--- src/rtl/pux_opnd_stream.sv ---
// pux_opnd_stream: fetches one A/B/M operand set for pux_si
// interleaved reads, credit-gated into three 2-deep AXIS FIFOs
module pux_opnd_stream #(
  parameter int DATAW = 16,
  parameter int ADDRW = 4,
  parameter int WORDS = 8
) (
  input  logic             axis_clk,
  input  logic             axis_rstn,
  input  logic             stream_reqest,
  output logic             mem_rd_en,
  output logic [ADDRW+1:0] mem_rd_addr,
  input  logic [DATAW-1:0] mem_rd_data,
  output logic [DATAW-1:0] axis_abuff_data,
  output logic             axis_abuff_valid,
  input  logic             axis_abuff_ready,
  output logic [DATAW-1:0] axis_bbuff_data,
  output logic             axis_bbuff_valid,
  input  logic             axis_bbuff_ready,
  output logic [DATAW-1:0] axis_mbuff_data,
  output logic             axis_mbuff_valid,
  input  logic             axis_mbuff_ready,
  output logic             busy,
  output logic             done
);

  typedef enum logic [1:0] {
    S_IDLE,
    S_FETCH,
    S_DRAIN
  } state_t;

  localparam logic [ADDRW-1:0] LAST_IDX =
    ADDRW'(WORDS - 1);

  state_t           r_state;
  state_t           w_state_nxt;
  logic [1:0]       r_sel;
  logic [ADDRW-1:0] r_idx;
  logic             r_rd_vld;
  logic [1:0]       r_rd_sel;

  logic [DATAW-1:0] r_fifo [3][2];
  logic             r_rp [3];
  logic             r_wp [3];
  logic [1:0]       r_occ [3];

  logic [2:0] w_rdy;
  logic [2:0] w_push;
  logic [2:0] w_pop;
  logic [1:0] w_occ_cur;
  logic       w_infl;
  logic       w_credit;
  logic       w_last;
  logic       w_empty;
  logic       w_rd_en;
  logic       w_done;

  assign w_rdy = {axis_mbuff_ready,
                  axis_bbuff_ready,
                  axis_abuff_ready};

  // occupancy of the channel currently selected for issue
  always_comb begin
    w_occ_cur = 2'd2;
    unique case (r_sel)
      2'd0: w_occ_cur = r_occ[0];
      2'd1: w_occ_cur = r_occ[1];
      2'd2: w_occ_cur = r_occ[2];
      default: w_occ_cur = 2'd2;
    endcase
  end

  assign w_infl   = r_rd_vld && (r_rd_sel == r_sel);
  assign w_credit = ({1'b0, w_occ_cur}
                   + {2'b00, w_infl}) < 3'd2;
  assign w_last   = (r_sel == 2'd2)
                 && (r_idx == LAST_IDX);
  assign w_empty  = (r_occ[0] == 2'd0)
                 && (r_occ[1] == 2'd0)
                 && (r_occ[2] == 2'd0);

  // next state, read strobe and completion pulse
  always_comb begin
    w_state_nxt = r_state;
    w_rd_en     = 1'b0;
    w_done      = 1'b0;
    unique case (r_state)
      S_IDLE: begin
        if (stream_reqest) w_state_nxt = S_FETCH;
      end
      S_FETCH: begin
        if (w_credit) begin
          w_rd_en = 1'b1;
          if (w_last) w_state_nxt = S_DRAIN;
        end
      end
      S_DRAIN: begin
        if (w_empty && !r_rd_vld) begin
          w_done      = 1'b1;
          w_state_nxt = S_IDLE;
        end
      end
      default: w_state_nxt = S_IDLE;
    endcase
  end

  // state register
  always_ff @(posedge axis_clk or negedge axis_rstn) begin
    if (!axis_rstn) r_state <= S_IDLE;
    else            r_state <= w_state_nxt;
  end

  // bank/index walk: A,B,M per index, then next index
  always_ff @(posedge axis_clk or negedge axis_rstn) begin
    if (!axis_rstn) begin
      r_sel <= 2'd0;
      r_idx <= '0;
    end else if (r_state == S_IDLE) begin
      if (stream_reqest) begin
        r_sel <= 2'd0;
        r_idx <= '0;
      end
    end else if (w_rd_en) begin
      if (r_sel == 2'd2) begin
        r_sel <= 2'd0;
        r_idx <= r_idx + ADDRW'(1);
      end else begin
        r_sel <= r_sel + 2'd1;
      end
    end
  end

  // remember which channel owns the returning word
  always_ff @(posedge axis_clk or negedge axis_rstn) begin
    if (!axis_rstn) begin
      r_rd_vld <= 1'b0;
      r_rd_sel <= 2'd0;
    end else begin
      r_rd_vld <= w_rd_en;
      r_rd_sel <= r_sel;
    end
  end

  // per-channel push/pop strobes
  always_comb begin
    w_push = '0;
    w_pop  = '0;
    for (int c = 0; c < 3; c++) begin
      w_push[c] = r_rd_vld && (r_rd_sel == 2'(c));
      w_pop[c]  = (r_occ[c] != 2'd0) && w_rdy[c];
    end
  end

  // 2-entry output FIFOs
  always_ff @(posedge axis_clk or negedge axis_rstn) begin
    if (!axis_rstn) begin
      for (int c = 0; c < 3; c++) begin
        r_fifo[c][0] <= '0;
        r_fifo[c][1] <= '0;
        r_rp[c]      <= 1'b0;
        r_wp[c]      <= 1'b0;
        r_occ[c]     <= 2'd0;
      end
    end else begin
      for (int c = 0; c < 3; c++) begin
        if (w_push[c]) begin
          r_fifo[c][r_wp[c]] <= mem_rd_data;
          r_wp[c] <= ~r_wp[c];
        end
        if (w_pop[c]) r_rp[c] <= ~r_rp[c];
        unique case ({w_push[c], w_pop[c]})
          2'b10:   r_occ[c] <= r_occ[c] + 2'd1;
          2'b01:   r_occ[c] <= r_occ[c] - 2'd1;
          default: r_occ[c] <= r_occ[c];
        endcase
      end
    end
  end

  assign mem_rd_en   = w_rd_en;
  assign mem_rd_addr = {r_sel, r_idx};

  assign axis_abuff_data  = r_fifo[0][r_rp[0]];
  assign axis_bbuff_data  = r_fifo[1][r_rp[1]];
  assign axis_mbuff_data  = r_fifo[2][r_rp[2]];
  assign axis_abuff_valid = (r_occ[0] != 2'd0);
  assign axis_bbuff_valid = (r_occ[1] != 2'd0);
  assign axis_mbuff_valid = (r_occ[2] != 2'd0);

  assign busy = (r_state != S_IDLE);
  assign done = w_done;

endmodule

--- config.mk ---
export PLATFORM = sky130hd
export DESIGN_NAME = pux_opnd_stream
export DESIGN_NICKNAME = d
export VERILOG_FILES = /design/src/rtl/pux_opnd_stream.sv
export SDC_FILE = /design/constraint.sdc
export NUM_CORES = 1
export LEC_CHECK = 0
export ABC_CLOCK_PERIOD_IN_PS = 1750
export CAP_MARGIN = 20
export CORE_UTILIZATION = 54
export DETAILED_ROUTE_END_ITERATION = 10
export GPL_TIMING_DRIVEN = 0
export PLACE_DENSITY = 0.82
export SKIP_CTS_REPAIR_TIMING = 1
export SLEW_MARGIN = 10
export SYNTH_ARGS = -nofsm -noshare
export SYNTH_HDL_FRONTEND = slang
export SYNTH_SLANG_ARGS = --single-unit
--- constraint.sdc ---
create_clock -name axis_clk -period 1.75 [get_ports axis_clk]
set_input_delay 0.2625 -clock axis_clk [delete_from_list [all_inputs] [get_ports axis_clk]]
set_output_delay 0.2625 -clock axis_clk [all_outputs]
set_load 0.01 [all_outputs]
# Word level (Yosys, flattened, before mapping)
# Cells that the tools add are included.
# Widths: inputs -> output; s select.
# word_totals
register_bits	119
input_bits	22
out_inout_bits	60
wordCells	141
# op_classes
n_addsub	9
magnitude_cmp	10
n_eq_ne	18
mux	39
n_bitwise	12
reduce_logical	33
# op_table
operator	n
$mux 16	12
$bwmux 32	3
$demux 16 s1	3
$reduce_bool 2->1	9
$mux 2	8
$mux 4	4
$logic_and 1x1->1	14
$eq 2x1->1 const B	6
$eq 2x2->1 const B	6
$ge 2x2->1 const B	6
$logic_not 2->1	6
$not 1->2	6
$pmux 2 s2	3
$pmux 2 s3	2
$add 2x1->2 const B	4
$ne 2x2->1 const B	4
$lt 2x1->1 const B	3
$not 1->1	6
$sub 2x1->2 const B	3
$add 4x1->4 const B	1
$eq 4x3->1 const B	1
$mux 1	4
$reduce_and 4->1	1
$add 2x1->3	1
other kinds (5)	5

# Logic depth before layout (Yosys ltp)
# Gate-level depths: netlist of the first run.
# depth
ltp_word	8
depth_mapped	7

# Worst setup path before layout of the first run
# Ideal clock, no wire load.
# synth_path
path_kind	reg2out
from	register r_occ[0] in the netlist's numbering
to	output done
arrival_ns	1.450
required_ns	1.487
slack_ns	0.037
stages_incl_launch_ff	4
n_path_buf	0
path_cell_list	dfrtp_1 > or2_2 > or4_1 > nor2b_1
# synth_via
elab_chain_cells	5
# synth_lines
element	line_no	source
start, declared	46	logic [1:0] r_occ [3];
start signal, assigned by index	173	2'b10: r_occ[c] <= r_occ[c] + 2'd1;
start signal, assigned by index	174	2'b01: r_occ[c] <= r_occ[c] - 2'd1;
start signal, assigned by index	175	default: r_occ[c] <= r_occ[c];
$logic_not 2->1	81	&& (r_occ[2] == 2'd0);
$logic_and 1x1->1	81	
$logic_and 1x1->1	99	if (w_empty && !r_rd_vld) begin
$mux 1	99	
$mux 1	88	unique case (r_state)
end, declared	24	output logic done
# No other way between the ends.

# Worst setup path after layout of the first run
# layout_path
from	register r_rd_sel[0]
to	output mem_rd_en
# layout_via
elab_chain_cells	6
# layout_lines
element	line_no	source
start, declared	41	logic [1:0] r_rd_sel;
start signal, assigned	141	r_rd_sel <= r_sel;
$eq 2x2->1	74	assign w_infl = r_rd_vld && (r_rd_sel == r_sel);
$logic_and 1x1->1	74	
$add 2x1->3	76	+ {2'b00, w_infl}) < 3'd2;
$lt 3x2->1	76	
$mux 1	93	if (w_credit) begin
$mux 1	88	
end, declared	11	output logic mem_rd_en,
# No other way between the ends.

==> results of run 1 <==
-- sequential cells by signal, summed over array words and instances (netlist names) --
name      cells
r_rp          3
r_fifo       96
r_state       2
r_idx         4
r_rd_sel      2
r_sel         2
r_occ         6
r_wp          3
r_rd_vld      1
-- power groups by stage --
stage               Combinational (W)  Clock (W)  Sequential [W]
finish                        0.00721    0.00346         0.00508
global route                  0.00766    0.00363         0.00523
CTS                           0.00684    0.00347         0.00496
detailed placement            0.00676          0         0.00496
global placement              0.00661          0         0.00487
floorplan                     0.00409          0         0.00475
-- stage by stage --
step | worst slack (ns) | instance area, sq um | util (%) | total power, W
final | -0.474 | 7250 | 77.0 | 0.0157
after global placement | -3.97 | 6290 | 66.9 | 0.0115
after global routing | -0.525 | 7250 | 77.0 | 0.0165
after detailed placement | -0.766 | 6320 | 67.2 | 0.0117
after floorplan | 0.0374 | 5320 | - | 0.00884
after CTS | -1.34 | 6920 | 73.5 | 0.0153
-- cells by family after synthesis --
kind of cell / after synthesis
AOI/OAI and AO/OA: 14
xor gates and xnor gates: 17
adders and majority gates: 4
buffers and inverters: 21
DFF: 119
muxes: 146
and+or+nand+nor: 46
-- path summary, 6_finish.rpt --
check / depth (start not counted) / endpoint
max reg2reg: 4 / r_fifo[28]
max in group asynchronous: 3 / r_rp[2]
min reg2reg: 0 / r_rd_sel[0]
min: 2 / r_fifo[23]
max: 6 / mem_rd_en
min in group axis_clk: 0 / r_rd_sel[0]
-- final cells by class --
class	count	area [sq um]
plain buffers	11	121
clock buffers	19	442
flip-flops and latches	119	2990
repair buffers	131	1030
fillers	536	2160
clock inverters	13	154
multi-input cells	227	2330
well taps	129	161
inverters	7	26.3
-- cells in the mapped netlist (2+ instances only) --
cell type | instances | area [sq um]
mux2_2 | 143 | 1610
dfrtp_1 | 119 | 2980
xnor2_1 | 11 | 96.3
nor2_1 | 9 | 33.8
inv_1 | 6 | 22.5
nand2_1 | 6 | 22.5
nor2b_1 | 6 | 37.5
xor2_1 | 6 | 52.6
buf_4 | 5 | 37.5
nand3_1 | 5 | 25.0
buf_2 | 4 | 20.0
ha_1 | 4 | 50.1
nand2b_1 | 4 | 25.0
clkbuf_1 | 3 | 11.3
nor2_4 | 3 | 33.8
a221o_1 | 2 | 20.0
buf_1 | 2 | 7.51
mux2i_1 | 2 | 20.0
o21ai_0 | 2 | 10.0
o2bb2ai_1 | 2 | 17.5
-- routing by layer --
metal / share of wire, % / GRT usage [%] / wire [um] / vias up
li1: - / - / - / 1610
met1: 43 / 30.4 / 5400 / 1872
met2: 53 / 39.0 / 6620 / 86
met3: 3.0 / 6.07 / 382 / 17
met4: 1.3 / 8.25 / 159 / 0
met5: 0 / 0 / 0 / -
-- critical path: cells and delay by family (launching register included) --
kind,cells,cell delay [ns]
AOI/OAI and AO/OA,1,0.22
buffers and inverters,1,0.12
DFF,1,0.51
and+or+nand+nor,4,0.60
==> flow_metrics.py, run 1 <==
metrics = {
    "clocking": {
        "cts-root-buf": "clkbuf_8",
        "cts_inserted_buffers": 17,
        "clk_path_buf_depth": 2,
        "cts_max_level": 4,
        "cts_tree": "yes",
        "clk_pin_slew_ns": 0.06,
        "cts_sinks": 119,
        "clk_latency_ns": 0.51,
    },
    "job": {
        "cap_violations": 0,
    },
    "route": {
        "drt_iter0_markers": 141,
        "num_vias": 3585,
        "post_drt_via_cell_ratio": 5.46,
        "drt-wirelength-per-cell_um": 19.1,
        "wl_mm": 12.6,
        "antenna_left": 0,
        "remaining_drc_errors": 0,
        "dr.pass1.iters": 4,
    },
    "floorplan": {
        "core-area_sq_um": 9420,
        "dieWidth_um": 101,
        "die_area_sq_um": 10300,
        "ioPinCount": 82,
        "start_util_pct": 56.5,
        "die-height_um": 101,
        "rows": 35,
    },
    "status": {
        "outcome": "finished, violations left",
        "violations": "negative setup slack",
    },
    "place": {
        "dp_hpwl_mm": 7.16,
        "place.gp.congestion": 0.831,
        "port_buffers": 81,
        "dpl.cell_count": 578,
    },
    "final_layout": {
        "synthToLayoutAreaGrowth_pct": 36.3,
        "final_common_cell": "mux2_2",
        "final_cell_mix": "mux2_2 (140), dfrtp_1 (110), buf_4 (44), clkbuf_2 (44), clkdlybuf4s50_1 (23)",
        "antenna_cells": 0,
        "drive_gt1_share_pct": 60.3,
        "fin_nets": 540,
        "instances_no_fill": 656,
    },
    "timing": {
        "whs_ns": 0.289,
        "setup_viol": 59,
        "clock_skew_ns": 0.00568,
        "tightest_slew_ns": 0.529,
        "report.final.slew_viol_count": 0,
        "fin_crit_sh_pct": 127,
        "finalHoldViolCount": 0,
        "fin_ws_ns": -0.474,
        "period_needed_ns": 2.22,
        "slew_headroom_pct": 64.7,
        "fmax_ghz": 0.450,
        "grt_setup_unrepaired": "true",
        "finalSetupTns_ns": -5.03,
    },
    "worst_setup_path": {
        "crit_type": "reg2out",
        "crit_arrival_ns": 1.96,
        "end_kind": "output port",
        "cp-start-kind": "flip-flop",
        "ff2ff_setup_slack_ns": -0.05,
        "max_stage_delay_ns": 0.51,
        "worst-path-max-fanout": 7,
        "cp_slowest_cell": "dfrtp_1",
        "reg2reg_from": "r_rd_sel[0]",
        "worstPathRequired_ns": 1.49,
        "crit_path_start": "r_rd_sel[0]",
        "crit_top_cell": "nand2_2",
        "worstPathCellList": "nor4bb_4 > a32o_2 > nand2_2 > nand2_2 > nor2_4 > buf_6",
    },
    "global_route": {
        "grt_pass1_wl_mm": 17.9,
        "grt_max_degree": 64,
        "grt.total_usage_pct": 23.6,
        "overflow": 0,
        "antenna_found_initial": 0,
        "grt_pass1_vias": 3469,
    },
    "power_and_ir_drop": {
        "p_comb_share_pct": 45.8,
        "seqPwrFrac_pct": 32.3,
        "intPower_w": 0.0105,
        "pwr-share-clk_pct": 22.0,
        "p_sw_share_pct": 33.0,
        "leakagePower_nw": 3.28,
        "irDropWorstVdd_v": 0.00124,
        "power_density_nw_per_um2": 2170,
        "netSwitchingPower_w": 0.00520,
    },
    "synthesis": {
        "synth_area_per_cell_sq_um": 14.5,
        "synthMuxAreaShare_pct": 30.8,
        "synth_seq_cells": 119,
        "synth_xor_area_share_pct": 2.80,
        "synth_top_family_by_area": "multiplexers",
        "ys.flop_type": "dfrtp_1",
        "async_flop_share_pct": 100,
        "syn_nets": 393,
        "synth_simple_gate_area_share_pct": 5.24,
        "yosysUniqueCellTypes": 43,
        "ys_seq_area_share_pct": 55.9,
        "synth_area_sq_um": 5320,
        "synth_compound_area_share_pct": 2.30,
        "synth_fa_ha_area_share_pct": 0.940,
        "synth_cells": 367,
        "yosys_warnings": 0,
        "synth_edf_count": 0,
    },
    "min_path": {
        "hp-class": "in2async",
    },
}
(Power assumes the default switching activity.)
==> run 2: changes to the inputs <==
Settings changed: ABC_CLOCK_PERIOD_IN_PS 1750 to 2000, CORE_UTILIZATION 54 to 49, PLACE_DENSITY 0.82 to 0.79.
Clock period 1.75 ns to 2 ns, I/O delays scaled along.
==> flow_metrics.py, run 2 (synthesis results as in run 1) <==
metrics = {
    "floorplan": {
        "start_util_pct": 51.1,
        "core-area_sq_um": 10400,
        "dieWidth_um": 106,
        "rows": 37,
        "ioPinCount": 82,
        "die-height_um": 106,
        "die_area_sq_um": 11300,
    },
    "power_and_ir_drop": {
        "netSwitchingPower_w": 0.00424,
        "totalPowerFinal_w": 0.0134,
        "p_comb_share_pct": 45.8,
        "power_density_nw_per_um2": 1860,
        "leakagePower_nw": 3.44,
        "intPower_w": 0.00916,
        "pwr-share-clk_pct": 21.4,
        "irDropWorstVdd_v": 0.000933,
        "p_sw_share_pct": 31.6,
        "seqPwrFrac_pct": 32.8,
    },
    "worst_setup_path": {
        "crit_path_start": "r_occ[1]",
        "ff2ff_setup_slack_ns": 0.10,
        "cp-start-kind": "flip-flop",
        "worst-path-max-fanout": 3,
        "cp_slowest_cell": "or4_4",
        "worstPathCellList": "or2_4 > or4_4 > nor2b_2 > buf_2",
        "reg2reg_from": "r_rd_sel[0]",
        "max_stage_delay_ns": 0.49,
        "end_kind": "output port",
        "r2r_end": "r_fifo[23]",
        "cpLargestDelayFamily": "simple AND/OR/NAND/NOR gates",
        "cp.depth": 4,
        "cp-endpoint": "done",
        "crit_arrival_ns": 1.89,
        "worstPathRequired_ns": 1.70,
        "r2r_cells": 4,
        "crit_type": "reg2out",
        "crit_buf_inv": 1,
    },
    "clocking": {
        "clk_pin_slew_ns": 0.06,
        "cts_tree": "yes",
        "cts_inserted_buffers": 17,
        "cts_max_level": 4,
        "clk_latency_ns": 0.51,
        "clk_path_buf_depth": 2,
        "cts_sinks": 119,
        "cts-root-buf": "clkbuf_8",
    },
    "global_route": {
        "grt_pass1_vias": 3584,
        "antenna_found_initial": 0,
        "grt_max_degree": 75,
        "overflow": 0,
        "grt_pass1_wl_mm": 18.7,
        "grt.total_usage_pct": 22.0,
    },
    "final_layout": {
        "fin_nets": 512,
        "final.fill_count": 735,
        "synthToLayoutAreaGrowth_pct": 35.2,
        "drive_gt1_share_pct": 48.6,
        "largest_reg_flops": 96,
        "final_cell_mix": "mux2_2 (143), dfrtp_1 (114), dlymetal6s2s_1 (41)",
        "final_common_cell": "mux2_2",
        "top_register": "r_fifo",
        "antenna_cells": 0,
        "instances_no_fill": 634,
        "seq_area_sq_um": 2980,
        "finish.instance_area_sq_um": 7200,
        "multi_input_area_sq_um": 2280,
        "reg.largest.list": "r_fifo x96, r_occ x6, r_idx x4",
        "post-route-util_pct": 69.1,
    },
    "status": {
        "violations": "negative setup slack",
        "outcome": "finished, violations left",
    },
    "timing": {
        "clock_skew_ns": 0.00956,
        "fmax_ghz": 0.457,
        "grt_setup_unrepaired": "true",
        "period_needed_ns": 2.19,
        "report.final.slew_viol_count": 0,
        "whs_ns": 0.293,
        "setup_viol": 3,
        "slew_headroom_pct": 67.6,
        "finalHoldViolCount": 0,
        "fin_crit_sh_pct": 109,
        "tightest_slew_ns": 0.483,
        "fin_ws_ns": -0.190,
    },
    "job": {
        "cap_violations": 0,
    },
    "route": {
        "drt-wirelength-per-cell_um": 18.7,
        "post_drt_via_cell_ratio": 5.29,
        "num_vias": 3357,
        "antenna_left": 0,
        "wl_mm": 11.9,
        "remaining_drc_errors": 0,
        "dr.pass1.iters": 4,
        "drt_iter0_markers": 91,
    },
    "place": {
        "place.gp.congestion": 0.793,
        "dpl.cell_count": 585,
        "placed_area_sq_um": 6330,
        "port_buffers": 81,
        "dp_hpwl_mm": 7.53,
    },
    "min_path": {
        "hp-class": "in2async",
    },
}
## run 2: metal layers
| metal | up-vias | global-route usage [%] | routed length [um] |
|---|---|---|---|
| met5 | - | 0 | 0 |
| met4 | 0 | 6.15 | 114 |
| met3 | 9 | 6.13 | 426 |
| met2 | 83 | 38.4 | 6140 |
| met1 | 1717 | 26.5 | 5180 |
| li1 | 1548 | - | - |
## run 2: worst min path at each step
stage | from | to | slack [ns] | cells past startpoint
floorplan | axis_rstn | r_fifo[0] | 0.004 | 0
global placement | r_sel[0] | r_rd_sel[0] | 0.40 | 0
detailed placement | axis_rstn | r_fifo[54] | 0.26 | 1
CTS | axis_rstn | r_fifo[55] | -0.29 | 1
global route | axis_rstn | r_fifo[65] | 0.31 | 2
finish | axis_rstn | r_fifo[55] | 0.29 | 2
## run 2: cell type report
cell class | instances | area share (%)
clock buffer | 22 | 6.43
sequential | 119 | 41.5
timing repair buffer | 103 | 14.8
tap | 136 | 2.36
inverter | 7 | 0.365
clock inverter | 9 | 1.39
buffer | 11 | 1.58
multi-input combinational | 227 | 31.7
## run 2: power groups by stage
stage | Combinational, W | Clock, W | Sequential, W
after floorplan | 0.00358 | 0 | 0.00416
after global routing | 0.00657 | 0.00302 | 0.00456
after CTS | 0.00602 | 0.00291 | 0.00433
after global placement | 0.00581 | 0 | 0.00425
after detailed placement | 0.00596 | 0 | 0.00436
final | 0.00613 | 0.00287 | 0.00440
## run 2: through the flow
stage	setup TNS, ns	setup slack, ns
2_1_floorplan	0	0.250
3_3_place_gp	-463.61	-3.79
3_5_place_dp	-13.61	-0.599
4_1_cts	-39.48	-1.15
5_1_grt	-0.655	-0.277
6_report	-0.383	-0.190
## run 2: worst register-to-register path, delay by kind of cell, from the launching register on
family / cells / cell delay, ns
DFF: 1 / 0.43
buffers and inverters: 1 / 0.30
and+or+nand+nor: 2 / 0.69
muxes: 1 / 0.37
